**src/rtl/sprite_compositor_if.sv**
```systemverilog
// sprite_compositor_if
// Bundles everything between the sprite compositor and its surroundings except
// clock and reset:
//   pixel stream   : draw_x, draw_y, blank (0 = blanking), frame_start
//   attribute write: spr_wr_en/sel/x/y/w/h/scale/enable (shadow bank)
//   palette write  : pal_wr_en, pal_wr_idx, pal_wr_rgb; plus bg_rgb
//   sprite ROMs    : rom_addr (slice k = sprite k), rom_data (combinational
//                    read of rom_addr, consumed one cycle after the pixel)
//   results        : red, green, blue, collision
// master = the side feeding pixels and serving the ROMs, slave = compositor.
interface sprite_compositor_if #(
  parameter int NUM_SPRITES = 4,
  parameter int COORD_W     = 10,
  parameter int PIX_W       = 3,
  parameter int ADDR_W      = 13,
  parameter int SIZE_W      = 7
);
  localparam int SEL_W = (NUM_SPRITES > 1) ? $clog2(NUM_SPRITES) : 1;

  logic [COORD_W-1:0]            draw_x;
  logic [COORD_W-1:0]            draw_y;
  logic                          blank;
  logic                          frame_start;
  logic                          spr_wr_en;
  logic [SEL_W-1:0]              spr_wr_sel;
  logic [COORD_W-1:0]            spr_wr_x;
  logic [COORD_W-1:0]            spr_wr_y;
  logic [SIZE_W-1:0]             spr_wr_w;
  logic [SIZE_W-1:0]             spr_wr_h;
  logic [1:0]                    spr_wr_scale;
  logic                          spr_wr_enable;
  logic                          pal_wr_en;
  logic [PIX_W-1:0]              pal_wr_idx;
  logic [23:0]                   pal_wr_rgb;
  logic [23:0]                   bg_rgb;
  logic [NUM_SPRITES*ADDR_W-1:0] rom_addr;
  logic [NUM_SPRITES*PIX_W-1:0]  rom_data;
  logic [7:0]                    red;
  logic [7:0]                    green;
  logic [7:0]                    blue;
  logic [NUM_SPRITES-1:0]        collision;

  modport master (
    output draw_x, draw_y, blank, frame_start,
    output spr_wr_en, spr_wr_sel, spr_wr_x, spr_wr_y, spr_wr_w, spr_wr_h,
    output spr_wr_scale, spr_wr_enable,
    output pal_wr_en, pal_wr_idx, pal_wr_rgb, bg_rgb, rom_data,
    input  rom_addr, red, green, blue, collision
  );

  modport slave (
    input  draw_x, draw_y, blank, frame_start,
    input  spr_wr_en, spr_wr_sel, spr_wr_x, spr_wr_y, spr_wr_w, spr_wr_h,
    input  spr_wr_scale, spr_wr_enable,
    input  pal_wr_en, pal_wr_idx, pal_wr_rgb, bg_rgb, rom_data,
    output rom_addr, red, green, blue, collision
  );
endinterface

```
**src/rtl/sprite_compositor.sv**
```systemverilog
// sprite_compositor
// Composites NUM_SPRITES scaled, colour-keyed sprites over a background, one
// pixel per clock, three register stages from pixel input to RGB:
//   S1: per-sprite hit test and ROM address        (registered, drives rom_addr)
//   S2: ROM data -> opaque mask -> priority winner (registered)
//   S3: blanking / palette / background select     (registered RGB)
// Sprite attributes are written to a shadow bank and committed to the active
// bank on frame_start. Sprite-0 overlaps are accumulated per frame.
// Ports: clk, rst (async, active-high), bus (sprite_compositor_if.slave).
module sprite_compositor #(
  parameter int NUM_SPRITES = 4,
  parameter int COORD_W     = 10,
  parameter int PIX_W       = 3,
  parameter int ADDR_W      = 13,
  parameter int SIZE_W      = 7,
  parameter int TRANSP_IDX  = 1
) (
  input logic                clk,
  input logic                rst,
  sprite_compositor_if.slave bus
);
  // Four guard bits so x + (w << 3) never wraps past the screen edge.
  localparam int CW    = COORD_W + 4;
  localparam int LW    = CW + SIZE_W;
  localparam int SEL_W = (NUM_SPRITES > 1) ? $clog2(NUM_SPRITES) : 1;
  localparam int PAL_N = 2 ** PIX_W;

  typedef struct packed {
    logic               en;
    logic [1:0]         scale;
    logic [SIZE_W-1:0]  w;
    logic [SIZE_W-1:0]  h;
    logic [COORD_W-1:0] x;
    logic [COORD_W-1:0] y;
  } attr_t;

  attr_t shadow_q [NUM_SPRITES];
  attr_t active_q [NUM_SPRITES];

  // NOTE: clocked blocks use non-blocking (<=) so every register samples
  // pre-edge values; that is also why a commit coinciding with a shadow write
  // picks up the old shadow contents.
  always_ff @(posedge clk or posedge rst) begin
    if (rst) begin
      for (int k = 0; k < NUM_SPRITES; k++) begin
        shadow_q[k] <= '0;
        active_q[k] <= '0;
      end
    end else begin
      for (int k = 0; k < NUM_SPRITES; k++) begin
        if (bus.frame_start)
          active_q[k] <= shadow_q[k];
        if (bus.spr_wr_en && bus.spr_wr_sel == SEL_W'(k))
          shadow_q[k] <= '{en: bus.spr_wr_enable, scale: bus.spr_wr_scale,
                           w: bus.spr_wr_w, h: bus.spr_wr_h,
                           x: bus.spr_wr_x, y: bus.spr_wr_y};
      end
    end
  end

  function automatic logic [23:0] pal_default(input int i);
    case (i)
      0:       return 24'h00FF44;
      1:       return 24'hFFDDEE;
      2:       return 24'hCC7711;
      3:       return 24'hDD00FF;
      4:       return 24'h662255;
      5:       return 24'h662266;
      6:       return 24'h000000;
      7:       return 24'hAAAAAA;
      default: return 24'h000000;
    endcase
  endfunction

  logic [23:0] pal_q [PAL_N];

  // NOTE: the palette is a small register file with defined power-on colours,
  // so it is reset like any other register; a large RAM would not be.
  // The index is PIX_W bits wide, so out-of-range writes cannot occur.
  always_ff @(posedge clk or posedge rst) begin
    if (rst) begin
      for (int i = 0; i < PAL_N; i++) pal_q[i] <= pal_default(i);
    end else if (bus.pal_wr_en) begin
      pal_q[bus.pal_wr_idx] <= bus.pal_wr_rgb;
    end
  end

  // ---------------- S1: hit test and ROM address ----------------
  logic [NUM_SPRITES-1:0] hit_c;
  logic [ADDR_W-1:0]      addr_c [NUM_SPRITES];

  // NOTE: every variable written in always_comb is given a value before any
  // conditional logic, so no path can infer a latch.
  always_comb begin
    logic [CW-1:0] px, py, sx, sy, span_x, span_y, rel_x, rel_y;
    logic [LW-1:0] lin;
    hit_c = '0;
    for (int k = 0; k < NUM_SPRITES; k++) begin
      addr_c[k] = '0;
      px     = CW'(bus.draw_x);
      py     = CW'(bus.draw_y);
      sx     = CW'(active_q[k].x);
      sy     = CW'(active_q[k].y);
      span_x = CW'(active_q[k].w) << active_q[k].scale;
      span_y = CW'(active_q[k].h) << active_q[k].scale;
      // A zero width or height gives an empty span, so it never hits.
      hit_c[k] = active_q[k].en && (px >= sx) && (px < sx + span_x)
                 && (py >= sy) && (py < sy + span_y);
      rel_x = (px - sx) >> active_q[k].scale;
      rel_y = (py - sy) >> active_q[k].scale;
      lin   = LW'(rel_y) * LW'(active_q[k].w) + LW'(rel_x);
      if (hit_c[k]) addr_c[k] = ADDR_W'(lin);
    end
  end

  logic [NUM_SPRITES*ADDR_W-1:0] rom_addr_q;
  logic [NUM_SPRITES-1:0]        s1_hit_q;
  logic                          s1_blank_q;

  always_ff @(posedge clk or posedge rst) begin
    if (rst) begin
      rom_addr_q <= '0;
      s1_hit_q   <= '0;
      s1_blank_q <= 1'b0;
    end else begin
      for (int k = 0; k < NUM_SPRITES; k++)
        rom_addr_q[k*ADDR_W +: ADDR_W] <= addr_c[k];
      s1_hit_q   <= hit_c;
      s1_blank_q <= bus.blank;
    end
  end

  assign bus.rom_addr = rom_addr_q;

  // ---------------- S2: opaque mask, priority winner, collisions ----------------
  logic [NUM_SPRITES-1:0] opaque_c;
  logic [NUM_SPRITES-1:0] coll_new_c;
  logic                   win_found_c;
  logic [PIX_W-1:0]       win_idx_c;

  always_comb begin
    opaque_c    = '0;
    win_found_c = 1'b0;
    win_idx_c   = '0;
    for (int k = 0; k < NUM_SPRITES; k++)
      opaque_c[k] = s1_hit_q[k]
                    && (bus.rom_data[k*PIX_W +: PIX_W] != PIX_W'(TRANSP_IDX));
    // Walk from lowest priority upwards so sprite 0 overwrites last and wins.
    for (int k = NUM_SPRITES - 1; k >= 0; k--) begin
      if (opaque_c[k]) begin
        win_found_c = 1'b1;
        win_idx_c   = bus.rom_data[k*PIX_W +: PIX_W];
      end
    end
    coll_new_c = (s1_blank_q && opaque_c[0]) ? (opaque_c & ~NUM_SPRITES'(1)) : '0;
  end

  logic                   s2_found_q;
  logic [PIX_W-1:0]       s2_idx_q;
  logic                   s2_blank_q;
  logic [NUM_SPRITES-1:0] work_q;
  logic [NUM_SPRITES-1:0] collision_q;

  always_ff @(posedge clk or posedge rst) begin
    if (rst) begin
      s2_found_q  <= 1'b0;
      s2_idx_q    <= '0;
      s2_blank_q  <= 1'b0;
      work_q      <= '0;
      collision_q <= '0;
    end else begin
      s2_found_q <= win_found_c;
      s2_idx_q   <= win_idx_c;
      s2_blank_q <= s1_blank_q;
      // An overlap seen on the frame_start cycle belongs to the new frame.
      if (bus.frame_start) begin
        collision_q <= work_q;
        work_q      <= coll_new_c;
      end else begin
        work_q <= work_q | coll_new_c;
      end
    end
  end

  assign bus.collision = collision_q;

  // ---------------- S3: colour select ----------------
  logic [23:0] rgb_q;

  always_ff @(posedge clk or posedge rst) begin
    if (rst)
      rgb_q <= '0;
    else if (!s2_blank_q)
      rgb_q <= '0;
    else if (s2_found_q)
      rgb_q <= pal_q[s2_idx_q];
    else
      rgb_q <= bus.bg_rgb;
  end

  assign bus.red   = rgb_q[23:16];
  assign bus.green = rgb_q[15:8];
  assign bus.blue  = rgb_q[7:0];
endmodule

```
**src/flat_wrapper.sv**
```systemverilog
// flat-port wrapper written by rule: the top's interface ports become plain ports
module sprite_compositor_flat 
#(
  parameter int NUM_SPRITES = 4,
  parameter int COORD_W     = 10,
  parameter int PIX_W       = 3,
  parameter int ADDR_W      = 13,
  parameter int SIZE_W      = 7,
  parameter int TRANSP_IDX  = 1
)
  (clk, rst, bus_draw_x, bus_draw_y, bus_blank, bus_frame_start, bus_spr_wr_en, bus_spr_wr_sel, bus_spr_wr_x, bus_spr_wr_y, bus_spr_wr_w, bus_spr_wr_h, bus_spr_wr_scale, bus_spr_wr_enable, bus_pal_wr_en, bus_pal_wr_idx, bus_pal_wr_rgb, bus_bg_rgb, bus_rom_data, bus_rom_addr, bus_red, bus_green, bus_blue, bus_collision);
  sprite_compositor_if #(.NUM_SPRITES(NUM_SPRITES), .COORD_W(COORD_W), .PIX_W(PIX_W), .ADDR_W(ADDR_W), .SIZE_W(SIZE_W)) bus_i ();
  input logic clk;
  input logic rst;
  input wire logic [$bits(bus_i.draw_x)-1:0] bus_draw_x;
  input wire logic [$bits(bus_i.draw_y)-1:0] bus_draw_y;
  input wire logic [$bits(bus_i.blank)-1:0] bus_blank;
  input wire logic [$bits(bus_i.frame_start)-1:0] bus_frame_start;
  input wire logic [$bits(bus_i.spr_wr_en)-1:0] bus_spr_wr_en;
  input wire logic [$bits(bus_i.spr_wr_sel)-1:0] bus_spr_wr_sel;
  input wire logic [$bits(bus_i.spr_wr_x)-1:0] bus_spr_wr_x;
  input wire logic [$bits(bus_i.spr_wr_y)-1:0] bus_spr_wr_y;
  input wire logic [$bits(bus_i.spr_wr_w)-1:0] bus_spr_wr_w;
  input wire logic [$bits(bus_i.spr_wr_h)-1:0] bus_spr_wr_h;
  input wire logic [$bits(bus_i.spr_wr_scale)-1:0] bus_spr_wr_scale;
  input wire logic [$bits(bus_i.spr_wr_enable)-1:0] bus_spr_wr_enable;
  input wire logic [$bits(bus_i.pal_wr_en)-1:0] bus_pal_wr_en;
  input wire logic [$bits(bus_i.pal_wr_idx)-1:0] bus_pal_wr_idx;
  input wire logic [$bits(bus_i.pal_wr_rgb)-1:0] bus_pal_wr_rgb;
  input wire logic [$bits(bus_i.bg_rgb)-1:0] bus_bg_rgb;
  input wire logic [$bits(bus_i.rom_data)-1:0] bus_rom_data;
  output wire logic [$bits(bus_i.rom_addr)-1:0] bus_rom_addr;
  output wire logic [$bits(bus_i.red)-1:0] bus_red;
  output wire logic [$bits(bus_i.green)-1:0] bus_green;
  output wire logic [$bits(bus_i.blue)-1:0] bus_blue;
  output wire logic [$bits(bus_i.collision)-1:0] bus_collision;
  assign bus_i.draw_x = bus_draw_x;
  assign bus_i.draw_y = bus_draw_y;
  assign bus_i.blank = bus_blank;
  assign bus_i.frame_start = bus_frame_start;
  assign bus_i.spr_wr_en = bus_spr_wr_en;
  assign bus_i.spr_wr_sel = bus_spr_wr_sel;
  assign bus_i.spr_wr_x = bus_spr_wr_x;
  assign bus_i.spr_wr_y = bus_spr_wr_y;
  assign bus_i.spr_wr_w = bus_spr_wr_w;
  assign bus_i.spr_wr_h = bus_spr_wr_h;
  assign bus_i.spr_wr_scale = bus_spr_wr_scale;
  assign bus_i.spr_wr_enable = bus_spr_wr_enable;
  assign bus_i.pal_wr_en = bus_pal_wr_en;
  assign bus_i.pal_wr_idx = bus_pal_wr_idx;
  assign bus_i.pal_wr_rgb = bus_pal_wr_rgb;
  assign bus_i.bg_rgb = bus_bg_rgb;
  assign bus_i.rom_data = bus_rom_data;
  assign bus_rom_addr = bus_i.rom_addr;
  assign bus_red = bus_i.red;
  assign bus_green = bus_i.green;
  assign bus_blue = bus_i.blue;
  assign bus_collision = bus_i.collision;
  sprite_compositor #(.NUM_SPRITES(NUM_SPRITES), .COORD_W(COORD_W), .PIX_W(PIX_W), .ADDR_W(ADDR_W), .SIZE_W(SIZE_W), .TRANSP_IDX(TRANSP_IDX)) u_core (.clk(clk), .rst(rst), .bus(bus_i));
endmodule
```
**config.mk**
```make
export PLATFORM = sky130hd
export DESIGN_NAME = sprite_compositor_flat
export DESIGN_NICKNAME = d
export VERILOG_FILES = /design/src/rtl/sprite_compositor_if.sv /design/src/rtl/sprite_compositor.sv /design/src/flat_wrapper.sv
export SDC_FILE = /design/constraint.sdc
export NUM_CORES = 2
export LEC_CHECK = 0
export BUFFER_PORTS_ARGS = -buffer_cell sky130_fd_sc_hd__buf_4
export CAP_MARGIN = 5
export CORE_ASPECT_RATIO = 1.5
export CORE_MARGIN = 3
export CORE_UTILIZATION = 30
export CTS_CLUSTER_DIAMETER = 60
export DETAILED_ROUTE_END_ITERATION = 8
export PLACE_DENSITY_LB_ADDON = 0.05
export SYNTH_ARGS = -nofsm -noshare
export SYNTH_HDL_FRONTEND = slang
export SYNTH_SLANG_ARGS = --single-unit
export TNS_END_PERCENT = 30
```
**constraint.sdc**
```tcl
create_clock -name clk -period 42.3 [get_ports clk]
set_input_delay 2.115 -clock clk [delete_from_list [all_inputs] [get_ports clk]]
set_output_delay 2.115 -clock clk [all_outputs]
set_load 0.02 [all_outputs]
```
== Word level (Yosys, flattened, before mapping) ==
Index checks and enable logic that the tools add are counted.
Word-level totals
  register bits after elaboration: 582
  latch bits: 0
  RAM bits: 0
  bits in read-only memories: 0
  input bits: 128
  output and inout bits: 80
  word-level logic and storage cells: 183
  memories: 0
Operators by class
  add/sub/neg operators: 20
  $mul: 4
  divide/modulo/power cells: 0
  magnitude comparators: 19
  equality and inequality tests: 7
  shift-type cells: 16
  multiplexer cells: 22
  bitwise logic cells: 3
  reductions and logical operators: 27
Operator list (number)
  bitwise mux 192 bit: 1
  2-to-1 mux 24 bit: 5
  adder 10 x 14 -> 14 bit: 8
  < comparator 10 x 14 -> 1 bit: 8
  left shift 7 x 2 -> 14 bit: 8
  subtractor 10 x 10 -> 11 bit: 8
  >= comparator 10 bit: 8
  binary-select mux 24 bit (select 3 bit): 1
  demux 24 bit (select 3 bit): 1
  multiplier 14 x 7 -> 13 bit: 4
  right shift 14 x 2 -> 13 bit: 4
  right shift 14 x 2 -> 14 bit: 4
  adder 13 bit: 4
  2-to-1 mux 13 bit: 4
  logical AND 1 bit: 26
  2-to-1 mux 3 bit: 4
  != test 3 x 1 -> 1 bit, second input constant: 4
  >= comparator 4 bit, second input constant: 2
  2-to-1 mux 4 bit: 2
  NOT 3 -> 4 bit: 2
  == test 2 bit, second input constant: 2
  < comparator 4 x 1 -> 1 bit, second input constant: 1
  2-to-1 mux 1 bit: 4
  OR 4 bit: 1
  other kinds (2): 2

== Depth between registers and ports, before layout ==
  depth after elaboration: 7
  mapped depth: 30
  depth with buffers taken out: 30

== Worst setup path before layout ==
OpenSTA, ideal clock, no wires.
  kind: input -> register
  start point: in bus_draw_y[0]
  end point: reg u_core.rom_addr_q[25] (netlist: u_core.bus.rom_addr[25])
  setup time: 0.119 ns
  arrival time: 8.314 ns
  required time: 42.181 ns
  slack: 33.867 ns
  stages: 28
  path buffers: 0
  cells stage by stage: inv_1 -> ha_1 -> inv_1 -> fa_1 -> a21o_1 -> a31o_4 -> a2111oi_4 -> or3b_2 -> and2_4 -> mux2i_1 -> mux2i_1 -> nand2_1 -> fa_1 -> fa_1 -> inv_1 -> fa_1 -> inv_1 -> fa_1 -> inv_1 -> ha_1 -> a21o_1 -> a21oi_1 -> o21bai_1 -> a21oi_1 -> o21ai_0 -> xnor2_1 -> xnor3_1 -> and2_1
RTL lines
  from (decl): line flat_wrapper.sv:16  | input wire logic [$bits(bus_i.draw_y)-1:0] bus_draw_y;
  to (signal, indexed assignment): line sprite_compositor.sv:127  | rom_addr_q[k*ADDR_W +: ADDR_W] <= addr_c[k];
  to (decl): line sprite_compositor.sv:116  | logic [NUM_SPRITES*ADDR_W-1:0] rom_addr_q;

==> results.txt <==
CTS Sinks -> 580
Tot Pwr -> 4.84 mW
Yosys cell types -> 85
Worst path arrival time -> 9530 ps
RSZ-0062 raised after global routing -> false
Leak -> 22.6 nW
CTS Buf Count -> 78
Input/output buffers -> 206
Main synth FF type -> dfrtp_1
Fin. max-slew vios -> 0
Final Wtd Congestion -> 0.795
Vias -> 30,200
Vias/cell -> 4.90
I/O Pins -> 208
PwrDens -> 98.9 nW/um^2
Gr usage total -> 18.7%
#FFs+latches synth -> 580
Async S/R FF share, synth -> 100%
WL final -> 136,000 um
Number of enable flip-flop cells after synthesis -> 0
Pin count of the biggest net entering global routing -> 160
Rows -> 168
Cts repair resizes -> 0
Mapped Area -> 42,700 um^2
Hold Path Class -> register to register
Clock Tree Buf Depth -> 3
Vias in the first global route -> 32,600
Max incr delay on CP -> 550 ps
Post-route antenna net violation count -> 0
Headroom to the max-slew limit -> 31.5%
WL/cell -> 22.1 um
Die Footprint -> 147,000 um^2
Crit path max fanout -> 7
Final setup viols -> 0
Slowest cell on crit path -> inv_1
Max frequency -> 111 MHz
Period utilisation layout -> 21.3%
Crit start category -> input pin
Die width -> 314 um
Gate Count Post-Synth -> 4,050
Final global-route overflow total -> 0
DR iter-0 viols -> 1,273
TritonCTS clock tree -> yes
Starting Density -> 30.4%
Max Cap Viol -> 0
Area growth syn-to-layout -> 14.7%
Synth warnings -> 0
Setup bufs post-CTS -> 0
Clk slew on worst S/H paths -> 60 ps
Data required time of the worst path -> 42,840 ps
Final hold viol count -> 0
Worst-Skew Late Latency -> 670 ps
Share of layout cells above drive strength 1 -> 23.0%
Setup TNS -> 0 ps
Nets -> 4,869
H-Tree Depth -> 3
Layout fillers -> 14,400
VDD IR-drop max -> 0.154 mV
Worst Tran Pin Value -> 1030 ps
DRC -> 0
Core area -> 140,000 um^2
Initial antenna violation count -> 15
Root buf cell -> clkbuf_16
WS Path Type -> input pin to register
Hpwl dp -> 99,200 um
Post-CTS Hold Fix Bufs -> 0
Pre-Repair DR Iteration Count -> 7
Critical Path Sink Type -> register
Min cycle time layout -> 8990 ps
Status -> finished, final reports clean
Post-synth net total -> 4,706
Register area share after synthesis -> 34.3%
Clock skew -> 31.2 ps
First-pass GRT wire length -> 207,000 um
Post-Syn Area per Cell -> 10.5 um^2
Die Ht -> 468 um
[sequential cells by signal (all words and copies together), names as in the netlist]
signal and count:
u_core.s2_idx_q 3, u_core.bus.rom_addr 52, u_core.active_q 148, u_core.s2_blank_q 1, u_core.s1_hit_q 4, u_core.pal_q 192
u_core.work_q 3, u_core.s2_found_q 1, u_core.rgb_q 24, u_core.shadow_q 148, u_core.bus.collision 3, u_core.s1_blank_q 1
[final cells by class]
cell class                 count  area, um^2  share of cell area, %
antenna                        7        17.5                 0.0358
clock buffer                 109        2260                   4.62
clock inverter                35         353                  0.721
inverter                     429        1620                   3.31
multi-input combinational   2878       25800                   52.8
sequential                   580       14600                   29.9
tap                         1870        2340                   4.78
timing repair buffer         246        1870                   3.81
[critical path: cells and delay by family]
family,cells,cell delay (ps)
AOI/OAI and AO/OA,8,1710
muxes,2,550
adders and majority gates,7,3100
and+or+nand+nor,4,630
xor gates and xnor gates,2,510
buffers and inverters,6,890
[path summary, 6_finish.rpt]
check,from,end,slack [ps],depth (start not counted)
worst min register to register,u_core.s1_blank_q,u_core.s2_blank_q,400,0
worst max register to register,u_core.active_q[116],u_core.bus.rom_addr[12],34980,25
worst max-delay path,bus_draw_y[0],u_core.bus.rom_addr[25],33310,29
min in group asynchronous,rst,u_core.pal_q[48],1590,2
worst min-delay path,u_core.s1_blank_q,u_core.s2_blank_q,400,0
max in group asynchronous,rst,u_core.bus.rom_addr[0],37810,5
[Yosys cell counts, types with 88 or more instances]
master	number	area, um^2
fa_1	208	4160
xnor2_1	106	928
a21oi_1	181	906
mux2_2	427	4810
clkbuf_1	135	507
nand2_1	329	1230
and2_1	175	1090
o21ai_0	198	991
dfrtp_1	492	12300
inv_1	425	1600
nor2_1	169	634
ha_1	320	4000
dfstp_2	88	2310
mux2i_1	131	1310
[metal layers]
| layer | up-vias | part of all wire (%) | global-route usage, % |
|---|---|---|---|
| met2 | 436 | 53 | 35.4 |
| met1 | 15400 | 41 | 22.0 |
| met4 | 2 | 2.6 | 5.52 |
| met3 | 138 | 2.7 | 2.02 |
| li1 | 14200 | - | - |
| met5 | - | 0.0052 | 0 |
[cell usage in the layout (no fill, tap or decap), types with 13 or more instances in the layout]
master     synthesis  routed
dfstp_2           88      88
and3_1            15      15
mux2i_1          131     131
clkbuf_16          0      81
nand2_1          329     329
o21ai_0          198     198
a21boi_0          18      18
nand2b_1          25      25
buf_4              1     244
o211a_1           30      30
o21bai_1          36      36
clkbuf_1         135      15
a31oi_1           20      20
nor2b_1           34      34
a21oi_1          181     181
mux4_2            57      57
ha_1             320     320
nand4_1           15      15
a21o_1            66      66
and2_1           175     175
nor3_1            26      24
xnor2_1          106     106
mux2_2           427     427
inv_1            425     424
dfrtp_1          492     488
nor2_1           169     169
clkbuf_8           0      14
fa_1             208     208
nand3_1           25      24
inv_6              0      13
xor2_1            66      66
o21a_1            35      35
[metrics by stage]
stage	instance area, um^2	setup slack [ps]	std cells	hold slack [ps]	util, %
2_1_floorplan	42700	24100	4050	354	-
5_1_grt	48900	32800	6148	407	34.8
3_3_place_gp	46300	32630	6003	380	33.0
6_report	48900	33310	6154	404	34.8
3_5_place_dp	46300	32530	6003	380	33.0
4_1_cts	48900	33260	6147	406	34.8
[cell families (layout without fill, tap and decap cells)]
logic type / count (synthesis) / after routing / share of synthesized area [%]
AOI/OAI and AO/OA: 692 / 692 / 10.4
muxes: 616 / 616 / 17.4
other: 1 / 8 / 0.00879
adders and majority gates: 528 / 528 / 19.1
and+or+nand+nor: 863 / 863 / 9.70
buffers and inverters: 592 / 819 / 5.22
xor gates and xnor gates: 178 / 178 / 3.85
DFF: 580 / 580 / 34.3
[report_power, final]
group	total, mW	internal (mW)	switching (mW)
clock	0.677	0.402	0.275
sequential	0.782	0.680	0.102
combinational	3.38	1.61	1.77
total	4.84	2.69	2.14
Power figures use the tool's default switching activity.
